File: config.mk
export PLATFORM = sky130hd
export DESIGN_NAME = uart_rx
export DESIGN_NICKNAME = d
export VERILOG_FILES = /design/src/rtl/uart_rx.sv
export SDC_FILE = /design/constraint.sdc
export NUM_CORES = 1
export LEC_CHECK = 0
export ABC_AREA = 0
export CAP_MARGIN = 25
export CORE_UTILIZATION = 48
export DETAILED_ROUTE_END_ITERATION = 8
export PLACE_DENSITY = 0.77
export SETUP_SLACK_MARGIN = 0.2
export SLEW_MARGIN = 5
export SYNTH_ARGS = -nofsm -noshare
export SYNTH_HDL_FRONTEND = slang
export SYNTH_SLANG_ARGS = --single-unit
File: constraint.sdc
create_clock -name uart_clk -period 4 [get_ports uart_clk]
set_input_delay 0.4 -clock uart_clk [delete_from_list [all_inputs] [get_ports uart_clk]]
set_output_delay 0.4 -clock uart_clk [all_outputs]
set_load 0.02 [all_outputs]
File: src/rtl/uart_rx.sv
// uart_rx: oversampling UART receiver.
//
// Frame: 1 start bit (0), DATA_WIDTH data bits LSB first, 1 odd-parity bit,
// 1 stop bit (1). Runs on one clock at OVERSAMPLE x baud and samples each
// bit at its midpoint.
//
// Ports:
//   uart_clk   - clock, OVERSAMPLE x baud
//   rst_n      - asynchronous active-low reset
//   rx_in      - serial line (asynchronous, idles high)
//   rx_data    - last received word, held until the next rx_valid
//   rx_valid   - one-cycle pulse when rx_data/parity_err/frame_err update
//   parity_err - last frame failed the odd-parity check
//   frame_err  - last frame's stop bit was sampled low
//   rx_busy    - receiver is inside a frame (FSM not idle)
module uart_rx #(
    parameter int unsigned DATA_WIDTH = 8,
    parameter int unsigned OVERSAMPLE = 16
) (
    input  logic                  uart_clk,
    input  logic                  rst_n,
    input  logic                  rx_in,
    output logic [DATA_WIDTH-1:0] rx_data,
    output logic                  rx_valid,
    output logic                  parity_err,
    output logic                  frame_err,
    output logic                  rx_busy
);

    localparam int unsigned CW = $clog2(OVERSAMPLE);
    localparam int unsigned BW = (DATA_WIDTH > 1) ? $clog2(DATA_WIDTH) : 1;

    localparam logic [CW-1:0] OS_LAST   = CW'(OVERSAMPLE - 1);
    localparam logic [CW-1:0] HALF_LAST = CW'(OVERSAMPLE / 2 - 1);
    localparam logic [BW-1:0] BIT_LAST  = BW'(DATA_WIDTH - 1);

    typedef enum logic [2:0] {
        IDLE,
        START,
        DATA,
        PARITY,
        STOP
    } state_t;

    // Two-flop synchronizer plus one delayed copy for falling-edge detection.
    logic s1_q, s2_q, s2_prev_q;

    state_t                  state_q,     state_d;
    logic [CW-1:0]           os_cnt_q,    os_cnt_d;
    logic [BW-1:0]           bit_idx_q,   bit_idx_d;
    logic [DATA_WIDTH-1:0]   shift_q,     shift_d;
    logic                    perr_nxt_q,  perr_nxt_d;
    logic                    ferr_nxt_q,  ferr_nxt_d;
    logic                    stop_seen_q, stop_seen_d;
    logic [DATA_WIDTH-1:0]   data_q,      data_d;
    logic                    perr_q,      perr_d;
    logic                    ferr_q,      ferr_d;
    logic                    valid_q,     valid_d;

    always_ff @(posedge uart_clk or negedge rst_n) begin
        if (!rst_n) begin
            s1_q      <= 1'b1;
            s2_q      <= 1'b1;
            s2_prev_q <= 1'b1;
        end else begin
            s1_q      <= rx_in;
            s2_q      <= s1_q;
            s2_prev_q <= s2_q;
        end
    end

    always_ff @(posedge uart_clk or negedge rst_n) begin
        if (!rst_n) begin
            state_q     <= IDLE;
            os_cnt_q    <= '0;
            bit_idx_q   <= '0;
            shift_q     <= '0;
            perr_nxt_q  <= 1'b0;
            ferr_nxt_q  <= 1'b0;
            stop_seen_q <= 1'b0;
            data_q      <= '0;
            perr_q      <= 1'b0;
            ferr_q      <= 1'b0;
            valid_q     <= 1'b0;
        end else begin
            state_q     <= state_d;
            os_cnt_q    <= os_cnt_d;
            bit_idx_q   <= bit_idx_d;
            shift_q     <= shift_d;
            perr_nxt_q  <= perr_nxt_d;
            ferr_nxt_q  <= ferr_nxt_d;
            stop_seen_q <= stop_seen_d;
            data_q      <= data_d;
            perr_q      <= perr_d;
            ferr_q      <= ferr_d;
            valid_q     <= valid_d;
        end
    end

    always_comb begin
        state_d     = state_q;
        os_cnt_d    = os_cnt_q + 1'b1;
        bit_idx_d   = bit_idx_q;
        shift_d     = shift_q;
        perr_nxt_d  = perr_nxt_q;
        ferr_nxt_d  = ferr_nxt_q;
        stop_seen_d = 1'b0;
        data_d      = data_q;
        perr_d      = perr_q;
        ferr_d      = ferr_q;
        valid_d     = 1'b0;

        unique case (state_q)
            IDLE: begin
                os_cnt_d = '0;
                // Only a high->low transition arms the receiver, so a line
                // stuck low after a framing error never starts a frame.
                if (s2_prev_q && !s2_q) begin
                    state_d = START;
                end
            end

            START: begin
                if (os_cnt_q == HALF_LAST) begin
                    os_cnt_d  = '0;
                    bit_idx_d = '0;
                    state_d   = s2_q ? IDLE : DATA;
                end
            end

            DATA: begin
                if (os_cnt_q == OS_LAST) begin
                    os_cnt_d = '0;
                    shift_d  = {s2_q, shift_q[DATA_WIDTH-1:1]};
                    if (bit_idx_q == BIT_LAST) begin
                        state_d = PARITY;
                    end else begin
                        bit_idx_d = bit_idx_q + 1'b1;
                    end
                end
            end

            PARITY: begin
                if (os_cnt_q == OS_LAST) begin
                    os_cnt_d   = '0;
                    perr_nxt_d = (s2_q != ~^shift_q);
                    state_d    = STOP;
                end
            end

            STOP: begin
                // The stop bit is sampled mid-bit; the word is published one
                // cycle later, which also drops back to IDLE half a bit early
                // so a directly following start edge is not missed.
                if (stop_seen_q) begin
                    os_cnt_d = '0;
                    state_d  = IDLE;
                    valid_d  = 1'b1;
                    data_d   = shift_q;
                    perr_d   = perr_nxt_q;
                    ferr_d   = ferr_nxt_q;
                end else if (os_cnt_q == OS_LAST) begin
                    ferr_nxt_d  = !s2_q;
                    stop_seen_d = 1'b1;
                end
            end

            default: begin
                state_d = IDLE;
            end
        endcase
    end

    assign rx_data    = data_q;
    assign rx_valid   = valid_q;
    assign parity_err = perr_q;
    assign frame_err  = ferr_q;
    assign rx_busy    = (state_q != IDLE);

endmodule

==> results.json <==
{
  "die_area_um2": 3480,
  "critical_path_class": "reg2out",
  "synth-seq-cells": 35,
  "initial_utilization": 0.507,
  "fmax_ghz": 0.466,
  "relSlewSlack": 0.644,
  "ys_warn_count": 0,
  "cts_resized": 0,
  "numPortBuffers": 14,
  "path_max_fanout": 11,
  "synth.top_cell.area_share": 0.513,
  "fp.dieW_um": 59.0,
  "post-dp-hpwl_mm": 1.67,
  "overflow": 0,
  "cts_inserted_buffers": 5,
  "clock-skew-final_ns": 0.0100,
  "cts_tree": "yes",
  "required_ns": 3.60,
  "avgRoutedWirePerCell_um": 13.2,
  "via_per_inst": 5.09,
  "postCtsSetupRepairBufs": 0,
  "n_fill_cell": 275,
  "setup_viol": 0,
  "grt_setup_unrepaired": "no",
  "netlist_instances": 120,
  "status": "finished clean",
  "grt_pass1_wl_mm": 4.11,
  "clock_latency_ns": 0.33,
  "placed_cells": 174,
  "synth.distinct_cells": 37,
  "grt_pass1_vias": 906,
  "vdd_drop_max_uv": 218,
  "drcViolationCount": 0,
  "leakagePower_nw": 0.875,
  "synth_area_leader_cell": "dfrtp_1",
  "hp-class": "reg2reg",
  "via_count": 927,
  "ys_seq_area_frac": 0.564,
  "max-cap-violations": 0,
  "antenna_found_initial": 0,
  "avgSynthCellArea_um2": 13.0,
  "cts_root_buffer": "clkbuf_4",
  "synth_area_um2": 1560,
  "crit_path_start_kind": "flip-flop",
  "ys_async_sr_fraction": 1.00,
  "drtIter0Drc": 41,
  "area_delta_synth_final_pct": 15.6,
  "min_period_over_period": 0.536,
  "clk_path_buf_depth": 2,
  "htree_levels": 2,
  "multi_input_area_um2": 641,
  "final_cells": 182,
  "syn_nets": 126,
  "hold_buffers": 0,
  "layout.nets": 143,
  "synthTopCellsByCount": "dfrtp_1, mux2_1, xnor2_1, mux2_2, nand2_1",
  "synth_edf_count": 0,
  "ios": 15,
  "path_clk_slew_ns": 0.10,
  "cp-end-kind": "primary output",
  "antenna-diode-count": 0,
  "coreArea_um2": 3080,
  "grt_max_degree": 36,
  "synth_area_leaders": "dfrtp_1, mux2_1, dfstp_2, mux2_2, xnor2_1",
  "drt-total-wl_mm": 2.40,
  "fin_crit_ns": 2.14,
  "grt_usage": 0.166,
  "design_power_total_w": 0.000827,
  "layout-drive-gt1-share": 0.138,
  "final-seq-area_um2": 880,
  "finalHoldViolations": 0,
  "tightest_slew_ns": 0.534,
  "cp.arrival_ns": 1.74,
  "place_congestion": 0.849,
  "p_per_area_nw_per_um2": 459,
  "die_y_um": 59.0,
  "setup_slack_ns": 1.86,
  "clkSinkCount": 35,
  "fin_setup_tns_ns": 0,
  "post-route-util": 0.586,
  "synth_ff_type": "dfrtp_1",
  "rows": 20,
  "synth.most_common_cell": "dfrtp_1",
  "first_pass_iters": 2,
  "preCtsSetupSlack_ns": 2.17,
  "maxSlewViolCount": 0,
  "antenna_left": 0
}
## metrics by stage
| stage | hold WS [ns] | instance area [um2] |
|---|---|---|
| floorplan | 0.104 | 1560 |
| global placement | 0.347 | 1730 |
| detailed placement | 0.347 | 1730 |
| CTS | 0.362 | 1800 |
| global route | 0.366 | 1800 |
| finish | 0.360 | 1800 |
## power by group
part | switching (W) | internal [W] | total, W
registers | 0.0000577 | 0.000392 | 0.000449
clock network | 0.000109 | 0.000103 | 0.000212
logic | 0.0000793 | 0.0000862 | 0.000165
## per-layer routing
metal	vias to the layer above	part of all wire	track usage	wire length [um]
li1	452	-	-	-
met1	459	0.48	0.211	1160
met2	12	0.48	0.258	1150
met3	4	0.027	0.0699	66
met4	0	0.011	0.0510	27
met5	-	0	0	0
## registers in the layout (all words and copies together), names as in the netlist
signal       count
ferr_nxt_q       1
perr_nxt_q       1
shift_q          8
rx_valid         1
parity_err       1
s2_q             1
rx_data          8
state_q          3
bit_idx_q        3
frame_err        1
s1_q             1
s2_prev_q        1
stop_seen_q      1
os_cnt_q         4
## logic make-up (layout without fill, tap and decap cells)
group,Yosys count,in the layout,synth area share
XOR/XNOR,8,8,0.0537
multiplexers,24,24,0.173
AND/OR/NAND/NOR,30,30,0.110
flip-flops,35,35,0.564
adder cells (fa/ha/maj),3,3,0.0241
AO/OA/AOI/OAI,12,12,0.0497
buffers and inverters,8,26,0.0257
## critical path, stage by stage (launching register included)
cell	delay (ns)
dfrtp_1	0.49
or3_1	0.39
clkdlybuf4s50_1	0.54
## final cells by class
cell class / count / share of cell area
sequential: 35 / 0.488
multi-input combinational: 77 / 0.355
timing repair buffer: 15 / 0.0819
clock buffer: 8 / 0.0382
tap: 44 / 0.0305
inverter: 3 / 0.00625
## cell usage in the layout, fill, tap and decap left out, types with 2 or more instances in the layout
master and n:
a21oi_1 3, mux2_1 15, inv_1 3, clkdlybuf4s50_1 14, nand3_1 2, and3_1 3, nand2_1 5, dfstp_2 3
nor2_1 4, mux2_2 5, clkbuf_4 5, clkbuf_8 2, nor2b_1 4, nor3_1 2, ha_1 3, xnor2_1 6
dfrtp_1 32, o21ai_0 3, mux2i_1 3, nand2b_1 2
## worst paths after layout
kind	cells past startpoint	slack [ns]	from	end
setup / recovery	2	1.86	state_q[2]	rx_busy
hold / removal	0	0.36	s1_q	s2_q
setup reg to reg	6	2.15	bit_idx_q[0]	bit_idx_q[0]
hold reg to reg	0	0.36	s1_q	s2_q
max in group asynchronous	2	3.19	rst_n	s2_q
min in group asynchronous	2	0.46	rst_n	state_q[0]
No activity file was read; power rests on OpenSTA's default activity.
==> patch, RTL diff (config.mk and constraints unchanged) <==
Reset style: synchronous (`rst_n`), changed in 2 clocked blocks. Comments in the files are not updated.
--- a/src/rtl/uart_rx.sv
+++ b/src/rtl/uart_rx.sv
@@ -58,5 +58,5 @@
     logic                    valid_q,     valid_d;
 
-    always_ff @(posedge uart_clk or negedge rst_n) begin
+    always_ff @(posedge uart_clk) begin
         if (!rst_n) begin
             s1_q      <= 1'b1;
@@ -70,5 +70,5 @@
     end
 
-    always_ff @(posedge uart_clk or negedge rst_n) begin
+    always_ff @(posedge uart_clk) begin
         if (!rst_n) begin
             state_q     <= IDLE;
Behaviour: differs if rst_n is asserted again (counterexample within 4 cycles, from zero or initial values and one cycle with rst_n low); with rst_n held inactive, the same outputs for 10 cycles.
==> patch against the unedited design <==
The run now ends with DRC left. Worst hold slack better by 0.061 ns. Sequential cell count is the same. Fmax about the same. Routed wire length up 7.3%. Non-clock buffer count shrank 1. Worst setup slack about the same. Die area fell by 4.3%. Synthesized area decreased by 4.5%. Final area is 5.7% lower. Critical endpoint unchanged.
Power is not compared: it rests on default switching activity, and its combinational part moved more than twofold at a synthesized area within 25%.
==> patch: results (changes against the unedited design) <==
Timing
  • Clock skew: 0.00558 ns (was 0.0100 ns)
  • Fin Hold WS: 0.420 ns (was 0.360 ns)
  • Rel. slew slack: 67.5% (was 64.4%)
  • Setup ws final: 1.86 ns (about the same)

Synth
  • Synthesized Nets: 168 (was 126)
  • Commonest cells post-synth: dfxtp_1, nand2_1, nor2_1 (was dfrtp_1, mux2_1, xnor2_1)
  • Synth area leaders: dfxtp_1, nand2_1, a21oi_1 (was dfrtp_1, mux2_1, dfstp_2)
  • Count of cell types in the netlist: 36 (was 37)
  • Mux cell area share after synthesis: 5.37% (was 17.3%)
  • Synth Instances: 162 (was 120)
  • Asr flop ratio synth: 0% (was 100%)

Layout
  • Layout cell share with drive strength beyond 1: 7.47% (was 13.8%)
  • Fin cells: 205 (was 182)

GRT
  • Gr usage total: 18.1% (was 16.6%)
  • GR Layer Usage met2: 28.4% (was 25.8%)
  • First-pass GRT wire length: 4.49 mm (was 4.11 mm)

Route
  • Post-Route M1 WL: 1.19 mm (was 1.16 mm)
  • Drt drc: 2 (was 0)
  • Drt total wl: 2.58 mm (was 2.40 mm)
  • Routed met2 length: 1.18 mm (was 1.15 mm)
  • Met3 WL post-DR: 122 um (was 66 um)

Hold path
  • Hold_sp: s1_q (unchanged)
  • Worst Hold Endpoint: s2_q (unchanged)

Setup path
  • Crit path max fanout: 12 (was 11)
  • FF-to-FF End: bit_idx_q[1] (was bit_idx_q[0])
  • Worst reg2reg path startpoint: bit_idx_q[0] (unchanged)

Outcome
  • Failing checks: DRC
  • Status: finished, violations left (was finished clean)

Placement
  • Cells after DPL: 197 (was 174)
==> patch: power by group through the flow <==
| stage | sequential, mW | combinational [mW] | clock [mW] |
|---|---|---|---|
| after floorplan | 0.359 | 0.0110 | 0 |
| after global placement | 0.360 | 0.0142 | 0 |
| after detailed placement | 0.360 | 0.0145 | 0 |
| after CTS | 0.352 | 0.0145 | 0.267 |
| after global routing | 0.353 | 0.0158 | 0.280 |
| final | 0.352 | 0.0144 | 0.260 |
==> patch: final cells by class <==
| type | instances | area (um^2) |
|---|---|---|
| Clock buffer | 6 | 51.3 |
| Clock inverter | 2 | 35.0 |
| Fill cell | 270 | 1150 |
| Inverter | 4 | 15.0 |
| Multi-Input combinational cell | 113 | 719 |
| Sequential cell | 35 | 701 |
| Tap cell | 31 | 38.8 |
| Timing Repair Buffer | 14 | 140 |
==> patch: critical path: cells and delay by family (launching register included) <==
kind | cells | cell delay [ns]
flops | 1 | 0.45
simple gates | 1 | 0.41
buf+inv | 1 | 0.54
